<file path="config.mk">
export PLATFORM = sky130hd
export DESIGN_NAME = mem_stage_hs
export DESIGN_NICKNAME = d
export VERILOG_FILES = /design/src/rtl/mem_stage_hs.sv
export SDC_FILE = /design/constraint.sdc
export NUM_CORES = 1
export LEC_CHECK = 0
export BUFFER_PORTS_ARGS = -buffer_cell sky130_fd_sc_hd__buf_4
export CORE_ASPECT_RATIO = 0.9
export CORE_MARGIN = 8
export CORE_UTILIZATION = 45
export DETAILED_ROUTE_END_ITERATION = 12
export PLACE_DENSITY = 0.77
export RECOVER_POWER = 100
export SKIP_LAST_GASP = 1
export SLEW_MARGIN = 20
export SYNTH_ARGS = -nofsm -noshare
export SYNTH_HDL_FRONTEND = slang
export SYNTH_SLANG_ARGS = --single-unit
</file>
<file path="constraint.sdc">
create_clock -name clk -period 2.9 [get_ports clk]
set_input_delay 0.29 -clock clk [delete_from_list [all_inputs] [get_ports clk]]
set_output_delay 0.29 -clock clk [all_outputs]
set_load 0.01 [all_outputs]
</file>
<file path="src/rtl/mem_stage_hs.sv">
// rtl/mem_stage_hs.sv - MEM stage with valid/ready data-memory request, variable-latency loads, load/store lane logic
// Optional feature macro: MEM_MISALIGN_EN (misaligned half/word trapped, adds excp_ale / excp_badvaddr).
module mem_stage_hs #(
  parameter int PC_W      = 32,
  parameter int RF_AW     = 5,
  parameter int STALL_W   = 6,
  parameter int STAGE_IDX = 3
) (
  input  logic               clk,
  input  logic               rst,
  input  logic [STALL_W-1:0] stall,
  input  logic               flush,
  input  logic [PC_W-1:0]    ex_pc,
  input  logic               ex_mem_en,
  input  logic               ex_mem_we,
  input  logic [1:0]         ex_mem_size,
  input  logic               ex_mem_sext,
  input  logic [31:0]        ex_store_data,
  input  logic               ex_rf_we,
  input  logic [RF_AW-1:0]   ex_rf_waddr,
  input  logic [31:0]        ex_result,
  output logic               dreq_valid,
  input  logic               dreq_ready,
  output logic [31:0]        dreq_addr,
  output logic [3:0]         dreq_wstrb,
  output logic [31:0]        dreq_wdata,
  input  logic               drsp_valid,
  input  logic [31:0]        drsp_rdata,
  output logic               stall_req,
`ifdef MEM_MISALIGN_EN
  output logic               excp_ale,
  output logic [31:0]        excp_badvaddr,
`endif
  output logic [PC_W-1:0]    wb_pc,
  output logic               wb_rf_we,
  output logic [RF_AW-1:0]   wb_rf_waddr,
  output logic [31:0]        wb_rf_wdata,
  output logic               fwd_rf_we,
  output logic [RF_AW-1:0]   fwd_rf_waddr,
  output logic [31:0]        fwd_rf_wdata
);

  localparam logic [2:0] S_IDLE  = 3'd0;
  localparam logic [2:0] S_REQ   = 3'd1;
  localparam logic [2:0] S_RSP   = 3'd2;
  localparam logic [2:0] S_DONE  = 3'd3;
  localparam logic [2:0] S_DRAIN = 3'd4;

  logic [PC_W-1:0]  pc_q;
  logic             mem_en_q, mem_we_q, sext_q, rf_we_q;
  logic [1:0]       size_q;
  logic [31:0]      sdata_q, result_q, load_q;
  logic [RF_AW-1:0] waddr_q;
  logic [2:0]       state_q, state_d;
  logic             hold, bubble, hs, misalign, load_done;
  logic [3:0]       wstrb;
  logic [31:0]      wdata, ext;
  logic [7:0]       byte_sel;
  logic [15:0]      half_sel;

  assign hold   = stall[STAGE_IDX] & stall[STAGE_IDX+1];
  assign bubble = stall[STAGE_IDX] & ~stall[STAGE_IDX+1];

  always_ff @(posedge clk) begin
    if (rst || flush || bubble) begin
      pc_q     <= '0;
      mem_en_q <= 1'b0;
      mem_we_q <= 1'b0;
      size_q   <= 2'd0;
      sext_q   <= 1'b0;
      sdata_q  <= '0;
      rf_we_q  <= 1'b0;
      waddr_q  <= '0;
      result_q <= '0;
    end else if (!stall[STAGE_IDX]) begin
      pc_q     <= ex_pc;
      mem_en_q <= ex_mem_en;
      mem_we_q <= ex_mem_we;
      size_q   <= ex_mem_size;
      sext_q   <= ex_mem_sext;
      sdata_q  <= ex_store_data;
      rf_we_q  <= ex_rf_we;
      waddr_q  <= ex_rf_waddr;
      result_q <= ex_result;
    end
  end

`ifdef MEM_MISALIGN_EN
  assign misalign      = mem_en_q & (((size_q == 2'd1) & result_q[0]) | (size_q[1] & (|result_q[1:0])));
  assign excp_ale      = misalign;
  assign excp_badvaddr = misalign ? result_q : 32'd0;
`else
  assign misalign = 1'b0;
`endif

  // Sizes 2 and 3 both behave as a full word.
  always_comb begin
    wstrb = 4'hF;
    wdata = sdata_q;
    case (size_q)
      2'd0: begin
        wstrb = 4'b0001 << result_q[1:0];
        wdata = {4{sdata_q[7:0]}};
      end
      2'd1: begin
        wstrb = 4'b0011 << {result_q[1], 1'b0};
        wdata = {2{sdata_q[15:0]}};
      end
      default: ;
    endcase
  end

  always_comb begin
    byte_sel = drsp_rdata[8*result_q[1:0] +: 8];
    half_sel = result_q[1] ? drsp_rdata[31:16] : drsp_rdata[15:0];
    case (size_q)
      2'd0:    ext = {{24{sext_q & byte_sel[7]}}, byte_sel};
      2'd1:    ext = {{16{sext_q & half_sel[15]}}, half_sel};
      default: ext = drsp_rdata;
    endcase
  end

  assign dreq_valid = ((state_q == S_IDLE) & mem_en_q & ~misalign) | (state_q == S_REQ);
  assign dreq_addr  = {result_q[31:2], 2'b00};
  assign dreq_wstrb = mem_we_q ? wstrb : 4'b0000;
  assign dreq_wdata = wdata;
  assign hs         = dreq_valid & dreq_ready;

  always_comb begin
    state_d = state_q;
    case (state_q)
      S_IDLE: begin
        if (mem_en_q) begin
          if (misalign)  state_d = S_DONE;
          else if (hs)   state_d = mem_we_q ? S_DONE : S_RSP;
          else           state_d = S_REQ;
        end
      end
      S_REQ:   if (hs) state_d = mem_we_q ? S_DONE : S_RSP;
      S_RSP:   if (drsp_valid) state_d = S_DONE;
      S_DONE:  if (!hold) state_d = S_IDLE;
      S_DRAIN: if (drsp_valid) state_d = S_IDLE;
      default: state_d = S_IDLE;
    endcase
    // A load already accepted by memory still owes a response that must be swallowed.
    if (flush && state_q != S_DRAIN) begin
      if ((state_q == S_RSP && !drsp_valid) || (hs && !mem_we_q)) state_d = S_DRAIN;
      else                                                         state_d = S_IDLE;
    end
  end

  always_ff @(posedge clk) begin
    if (rst) begin
      state_q <= S_IDLE;
      load_q  <= '0;
    end else begin
      state_q <= state_d;
      if (state_q == S_RSP && drsp_valid) load_q <= ext;
    end
  end

  assign stall_req = (mem_en_q & ((state_q == S_IDLE) | (state_q == S_REQ) | (state_q == S_RSP)))
                   | (state_q == S_DRAIN);
  assign load_done = mem_en_q & ~mem_we_q & ~misalign & (state_q == S_DONE);

  assign wb_pc        = pc_q;
  assign wb_rf_we     = rf_we_q & ~stall_req & ~misalign;
  assign wb_rf_waddr  = waddr_q;
  assign wb_rf_wdata  = load_done ? load_q : result_q;
  assign fwd_rf_we    = wb_rf_we;
  assign fwd_rf_waddr = wb_rf_waddr;
  assign fwd_rf_wdata = wb_rf_wdata;

endmodule

</file>
==> results of run 1 <==
cells by family after synthesis:
group / after synthesis / share of synthesized area [%]
AO/OA/AOI/OAI: 94 / 8.91
buffers and inverters: 139 / 11.9
flip-flops: 142 / 39.5
AND/OR/NAND/NOR: 219 / 12.8
multiplexers: 175 / 26.8
other: 1 / 0.0521
sequential cells by signal, summed over array words and instances, names as in the netlist:
register      cells
result_q         32
mem_en_q          1
wb_pc            32
fwd_rf_waddr      5
rf_we_q           1
size_q            2
sdata_q          32
sext_q            1
state_q           3
load_q           32
mem_we_q          1
metal layers:
layer  part of all wire, %  wire (um)
met5                     0          0
met2                    48      10800
met1                    40       9110
met3                   9.4       2130
met4                   2.7        613
cell usage after synthesis (2+ instances only):
library cell  instances
a211oi_1             23
a21boi_0              2
a21oi_1              12
a221oi_1              2
a22o_1                7
a22oi_1               7
a31oi_1               2
and2_1                3
buf_1                 8
buf_2                18
buf_4                78
buf_6                 3
clkbuf_1             26
dfxtp_1             142
inv_1                 4
inv_2                 2
mux2_1                2
mux2_2               17
mux2_4               30
mux2i_1             126
nand2_1              41
nand2b_1              5
nand3_1               3
nor2_1              146
nor2b_1               3
nor3_1                3
nor3b_1               8
o2111ai_1             7
o21ai_0              23
o21ai_1               2
o41ai_1               2
or3b_1                2
per-stage QoR:
stage / setup WS [ns] / power, uW / util [%]
floorplan: 0.964 / 2390 / -
global placement: 0.435 / 2670 / 57.3
detailed placement: 0.396 / 2680 / 57.3
CTS: 0.0549 / 4940 / 61.2
global route: 0.119 / 5020 / 57.1
finish: 0.191 / 4830 / 57.1
worst max path at each step:
stage	from	end	depth (start not counted)
6_report	state_q[1]	wb_rf_wdata[23]	5
5_1_grt	state_q[1]	wb_rf_wdata[23]	5
4_1_cts	state_q[0]	wb_rf_wdata[0]	5
3_5_place_dp	state_q[1]	wb_rf_wdata[0]	5
3_3_place_gp	state_q[1]	wb_rf_wdata[0]	5
2_1_floorplan	state_q[1]	wb_rf_wdata[10]	6
where the power goes:
group	internal [uW]	switching (uW)	total (uW)
sequential	2000	37.8	2030
clock	1410	840	2250
combinational	281	266	547
total	3680	1140	4830
worst register-to-register path, stage by stage (launching register included):
cell,delay [ns]
dfxtp_2,0.79
clkbuf_2,0.60
nor2b_1,0.24
a22o_1,0.25
a22oi_1,0.19
a211oi_1,0.11
layout make-up:
class | count | area (um2)
Inverter | 6 | 22.5
Multi-Input combinational cell | 490 | 3380
Clock inverter | 12 | 159
Timing Repair Buffer | 329 | 1960
Clock buffer | 20 | 457
Fill cell | 1563 | 6830
Sequential cell | 142 | 2850
Tap cell | 207 | 259
timing repair:
item,in CTS,in global routing
resized for setup,2,1
hold buffers,0,0
endpoints found under the hold margin,0,0
setup endpoints to repair,38,4
==> results by stage, run 1 <==
Drt:
- The wire length after detailed routing is 22600 um.
- The average via count per standard cell is 5.12.
- The residual DRC count is 0.
- Dividing the detail-routed wire length by the instance count gives 18.8 um.
- The via count is 6180.
- The pre-antenna-repair detailed-routing pass consisted of 5 iterations.
- The first routing iteration left 371 violations.
- The count of antenna-violating nets left after detailed routing is 0.

Global route:
- Summed over all layers, the global routing overflow is 0.
- The aggregate global-route resource usage is 21.4%.
- The first global-routing pass estimated 33800 um of wire.
- The global-route track usage on met2 is 35.0%.
- Global routing consumed, on the met1 layer, 24.7% of the routing resources.
- The maximum number of pins on one net before global-route repair is 75.
- The number of global-route vias before repair came to 6016.
- The global routing stage identified its most utilized layer as met2.
- The met3 demand-to-capacity share in global routing is 8.19%.
- The number of antenna violations at the first check in global routing was 0.

Job:
- The max-cap violation count is 1.

Floorplan:
- The starting density of the core is 45.2%.
- The area enclosed by the die boundary is 0.0203 mm2.
- The vertical extent of the die is 136 um.
- For this design the top-level I/O count stands at 328.
- The floorplan step set the die width to 149 um.
- The number of placement rows is 44.
- The floorplan step defined a core boundary enclosing 0.0159 mm2.

Setup path:
- Of all nets on the critical path, the largest fanout is 32.
- The worst stage delay on the critical path is 0.65 ns.
- The length in cells of the worst reg-to-reg path is 5.
- The worst reg2reg path endpoint is load_q[13].
- The critical path capture point type is a primary output.
- The worst setup path is of the reg -> out kind.
- The internal reg-to-reg setup slack is 0.56 ns.
- The critical path arrival is 2.42 ns.
- The slowest stage of the critical path is the or4b_2 cell.
- The startpoint identified for the worst register-to-register timing path is size_q[1].
- The signal on the critical path passes through nand2_1 -> or4b_2 -> buf_6 -> mux2_1 -> buf_4.
- The required time at the endpoint of the critical path is 2.61 ns.
- The worst setup path is launched from a flip-flop.
- The combined buffer and inverter count along the critical path is 2.
- Broken down by cell family, the worst path's largest delay share belongs to simple AND/OR/NAND/NOR gates.

Final layout:
- Leaving out fill and tap cells, the most frequent cell in the layout is buf_4.
- The top cell types in the final layout, fill and taps aside, are buf_4 (184), nor2_1 (147), clkbuf_1 (140), dfxtp_1 (139), mux2i_1 (126).
- For this run, the number of standard cells in the final layout without fillers is 1206.
- The layout net count is 1136.
- Of the cells placed in the final design, the portion with a size suffix greater than 1 is 24.1%.
- The area growth from synthesis to final layout is 26.2%.
- The number of antenna diodes in the final layout is 0.
- The final design instance area without fill is 0.00908 mm2.

Clock tree:
- TritonCTS built the clock tree.
- The clock drives 142 sinks.
- The depth of the CTS H-tree is 4.
- Clock-pin slew was measured on the worst setup and hold paths at 0.06 ns.
- The setup fix buffers added after clock tree synthesis is 0.
- The later pin in the worst-skew pair is clocked with a latency of 0.41 ns.
- The worst-case clock buffer depth is 2.
- In this run, CTS created clock tree buffers numbering 17.
- In this run the clock root is driven by a clkbuf_16.

Synthesis:
- The number of instances in the synthesized netlist is 770.
- The Yosys warning count is 0.
- The most used flip-flop cell after synthesis is dfxtp_1.
- Of all flip-flops after synthesis, the portion carrying an async set or reset was 0%.
- The synthesized design contains 142 register bits.
- The post-synthesis average cell area is 9.34 um2.
- dfxtp_1 takes more of the synthesized area than any other cell.
- The number of distinct standard cells referenced by the synthesized netlist is 43.
- Of the synthesized area, sequential elements account for 39.5%.
- The fraction of post-synthesis cell area in the top cell type by area is 39.5%.
- The count of flip-flops with a built-in enable after synthesis is 0.
- Ranked by total cell area, the synthesized netlist is headed by dfxtp_1 (40%), mux2i_1 (18%), buf_4 (8.1%).
- The netlist area before placement is 0.00719 mm2.

Place:
- The half-perimeter wire length of the detailed placement result is 17200 um.
- Input and output buffers added on the ports amount to 321.
- The weighted congestion reported at the end of routability-driven placement is 0.862.
- Counting tap cells, the placed design contains a total of 1174 instances.
- In this run the cell area measured after placement is 0.00912 mm2.

Status:
- The flow ran to the end, but the final reports show violations.
- The final reports fail on capacitance limit, slew limit.

STA:
- Setup violations remaining at the end of the flow were counted as 0.
- The number of slew-limit violations in the final report is 40.
- Setup total negative slack on the finished layout was measured at 0 ns.
- The worst-case hold slack is 0.0700 ns.
- The worst-case headroom to the max-slew limit is -20.9%.
- Setup repair after global routing left no endpoint under its margin.
- The worst path uses 93.4% of the clock period.
- The actual transition at the worst max-transition pin is 1.81 ns.
- The final worst clock skew is 0.00646 ns.
- The smallest clock period supported by the final layout is computed as 2.71 ns.
- For this run, the top clock speed supported by timing is 369 MHz.
- The number of failing hold endpoints at the final stage was 0.

Hold path:
- The worst hold path terminates at state_q[0].
- In this run the most critical hold path is launched from flush.
- The instance count along the most critical hold path is 2.
- The type of the most critical hold path is in -> reg.

Power and ir drop:
- The maximum vdd ir drop is 444 uV.
- The areal power density over the cells is 532 mW/mm2.
- Summed over all cells, the static leakage comes to 0.00390 uW.
Power figures use the tool's default switching activity.
==> run 2, diff against run 1 <==
--- a/config.mk
+++ b/config.mk
@@ -10,7 +10,7 @@
 export CORE_MARGIN = 8
 export CORE_UTILIZATION = 45
 export DETAILED_ROUTE_END_ITERATION = 12
-export PLACE_DENSITY = 0.77
+export PLACE_DENSITY_LB_ADDON = 0.2
 export RECOVER_POWER = 100
 export SKIP_LAST_GASP = 1
 export SLEW_MARGIN = 20
==> run 2 against run 1 <==
Compared with the run above:
- the flow still finishes with violations (capacitance limit, slew limit)
- first-iteration DRC count shrank 20%
- setup slack gained 0.029 ns
- sequential power is essentially flat
- sequential share of layout area shrank 0.091 points
- critical path type unchanged
- critical endpoint is now wb_rf_wdata[26]
==> results by stage, run 2 (same netlist as run 1, synthesis figures left out) <==
Hold path:
- The instance count along the most critical hold path is 2 (unchanged).
- The tightest min-delay check is of the in -> reg type.
- The path with the worst hold slack has its endpoint at state_q[0].
- The beginning of the worst hold path is flush.

Power and ir drop:
- The cell-internal power came to 3720 uW (+0.90%).
- The areal power density over the cells was 535 mW/mm2 (+0.60%).
- The net switching fraction of the power came to 23.7% (-0.041 points).
- The switching power of the nets is 1150 uW (+0.67%).
- The relative contribution of the clock network to total power was 47.1% (+0.6 points).
- The static leakage came to 0.00388 uW (-0.28%).
- The relative contribution of sequential cells to total power is 41.8% (-0.3 points).
- The maximum vdd ir drop was 466 uV (+5.1%).
- The total power of the final layout is 4870 uW (+0.85%).
- The combinational group share of total power is 11.1% (-0.2 points).

Setup path:
- The critical path class is reg -> out.
- The highest net fanout along the worst path came to 32 (unchanged).
- The critical path arrival was 2.39 ns (-0.03 ns).
- The critical path goes through nand2_1 -> or4b_2 -> buf_6 -> mux2_1 -> buf_4.
- The combined buffer and inverter count along the critical path came to 2 (unchanged).
- The worst stage delay on the critical path is 0.65 ns (about the same).
- The reg-to-reg startpoint is state_q[1].
- The startpoint type of the worst setup path is a flip-flop.
- The worst reg2reg path endpoint is load_q[2].
- The length in cells of the worst reg-to-reg path is 5 (unchanged).
- The internal reg-to-reg setup slack came to 0.39 ns (-0.17 ns).
- Broken down by cell family, the worst path's largest delay share belongs to simple AND/OR/NAND/NOR gates.
- The cell with the largest stage delay on the worst path is or4b_2.
- The required time at the endpoint of the critical path is 2.61 ns (about the same).
- The critical path capture point type is a primary output.

STA:
- The maximum operating frequency is 373 MHz (+1.1%).
- The number of failing setup endpoints in the final timing report was 0 (unchanged).
- The worst-case hold slack is 0.0631 ns (-0.00688 ns).
- The final worst clock skew is 0.00704 ns (+0.000576 ns).
- The number of failing hold endpoints at the final stage is 0 (unchanged).
- The number of slew-limit violations in the final report is 41 (+2.5%).
- The final-layout setup total negative slack was 0 ns (unchanged).
- Setup repair after global routing left no endpoint under its margin.
- The shortest period the worst path allows is 2.68 ns (-0.0295 ns).
- The actual transition at the worst max-transition pin is 1.93 ns (+0.115 ns).
- The final period utilization is 92.4% (-1.0 points).
- The worst-case headroom to the max-slew limit was -28.5% (-7.7 points).

Global route:
- The number of antenna violations at the first check in global routing was 0 (unchanged).
- The number of global-route vias before repair is 5974 (-0.70%).
- The aggregate global-route resource usage is 20.6% (-0.77 points).
- The global-route congestion overflow total came to 0 (unchanged).
- The maximum number of pins on one net before global-route repair was 68 (-9.3%).
- The wire length of the first global-routing pass is 32800 um (-3.1%).

Drt:
- The wire length after detailed routing was 22200 um (-1.7%).
- The average via count per standard cell is 5.05 (-1.5%).
- The DRC marker count from the first detailed-route iteration is 298 (-20%).
- The residual DRC count came to 0 (unchanged).
- The count of antenna-violating nets left after detailed routing is 0 (unchanged).
- The routed length per placed instance is 18.4 um (-2.2%).
- The total iterations of the first detailed-routing run was 4 (-1).
- The via count came to 6115 (-1.1%).

Place:
- The count of input and output buffers is 321 (unchanged).
- The post-placement cell count came to 1179 (+0.43%).
- The cell area reported after detailed placement is 0.00916 mm2 (+0.41%).
- The half-perimeter wire length of the detailed placement result is 16600 um (-3.2%).
- The weighted congestion reported at the end of routability-driven placement was 0.884 (+2.6%).

Clock tree:
- The worst-case clock buffer depth came to 2 (unchanged).
- The number of buffers inserted by hold repair at cts came to 0 (unchanged).
- The depth of the CTS H-tree was 4 (unchanged).
- The number of sinks driven by the clock tree is 142 (unchanged).
- The clock buffer count from CTS is 17 (unchanged).
- The setup fix buffers added after clock tree synthesis is 0 (unchanged).
- The clock tree from TritonCTS is built.
- The insertion delay to the later sink of the worst-skew pair came to 0.42 ns (about the same).
- The clock-pin slew on the worst setup and hold paths was 0.06 ns (about the same).
- The master cell of the clock root buffer is clkbuf_16.

Floorplan:
- The starting density of the core is 45.2% (unchanged).
- The area enclosed by the die boundary is 0.0203 mm2 (unchanged).
- The horizontal die dimension is 149 um (unchanged).
- The I/O pin count is 328 (unchanged).
- The vertical extent of the die is 136 um (unchanged).
- The total core area came to 0.0159 mm2 (unchanged).
- The number of placement rows is 44 (unchanged).

Final layout:
- The number of non-filler instances in the completed layout is 1212 (+0.50%).
- Leaving out fill and tap cells, the most frequent cells in the layout are buf_4 (182), clkbuf_1 (147), nor2_1 (146), dfxtp_1 (140), mux2i_1 (126).
- The area growth from synthesis to final layout is 26.5%.
- The layout net count came to 1141 (+0.44%).
- The fill cell total of the finished layout is 1610 (+3.0%).
- The ratio of cells with drive above 1 in the final layout is 24.2% (+0.079 points).
- The area used by multi-input combinational logic is 0.00338 mm2 (about the same).
- The sequential cell area in the final layout is 0.00285 mm2 (about the same).
- The final design instance area without fill is 0.00910 mm2 (+0.25%).
- The commonest non-fill, non-tap cell in the layout is buf_4.

Status:
- The final reports fail on capacitance limit, slew limit.
- The flow ran to the end, but the final reports show violations.

Job:
- The max-cap violation count is 1 (unchanged).
==> run 2: worst max-delay path by stage <==
| stage | end | from | cells after the start | slack [ns] |
|---|---|---|---|---|
| after floorplan | wb_rf_wdata[10] | state_q[1] | 6 | 0.96 |
| after global placement | fwd_rf_wdata[31] | state_q[0] | 5 | 0.45 |
| after detailed placement | wb_rf_wdata[31] | state_q[0] | 5 | 0.45 |
| after CTS | wb_rf_wdata[31] | state_q[0] | 5 | 0.06 |
| after global routing | dreq_wdata[16] | size_q[1] | 3 | 0.12 |
| final | wb_rf_wdata[26] | state_q[0] | 5 | 0.22 |
==> run 2: final cells by class <==
| type | instances | area share (%) |
|---|---|---|
| Multi-Input combinational cell | 490 | 37.2 |
| Sequential cell | 142 | 31.3 |
| Timing Repair Buffer | 334 | 21.7 |
| Clock buffer | 18 | 4.71 |
| Tap cell | 207 | 2.85 |
| Clock inverter | 14 | 2.09 |
| Inverter | 6 | 0.247 |
| Antenna cell | 1 | 0.0275 |
==> run 2: stage by stage <==
stage          util (%)  setup WS [ns]
4_1_cts            61.5         0.0637
3_3_place_gp       57.5          0.454
5_1_grt            57.2          0.116
2_1_floorplan         -          0.964
6_report           57.2          0.220
3_5_place_dp       57.5          0.449
==> run 2: power by group through the flow <==
stage	combinational, uW	clock (uW)	sequential [uW]
floorplan	325	0	2070
global placement	590	0	2080
detailed placement	597	0	2080
CTS	600	2350	2040
global route	586	2420	2040
finish	541	2290	2040
==> run 2: worst register-to-register path, delay by kind of cell, from the launching register on <==
| family | cells | cell delay (ns) |
|---|---|---|
| AND/OR/NAND/NOR | 1 | 0.60 |
| AO/OA/AOI/OAI | 2 | 0.45 |
| buffers and inverters | 2 | 1.05 |
| flip-flops | 1 | 0.32 |
==> run 2: timing repair <==
action / in CTS / in global routing
hold endpoints to repair: 0 / 0
gates resized for setup: 1 / 1
setup endpoints to repair: 4 / 2
gates cloned: 0 / 0
==> run 2: routing by layer <==
layer,vias to the layer above,share of wire (%),global-route usage (%)
met4,0,2.4,7.23
met5,-,0,0
met2,233,48,34.9
met1,2831,40,23.1
li1,3015,-,-
met3,36,9.7,8.32
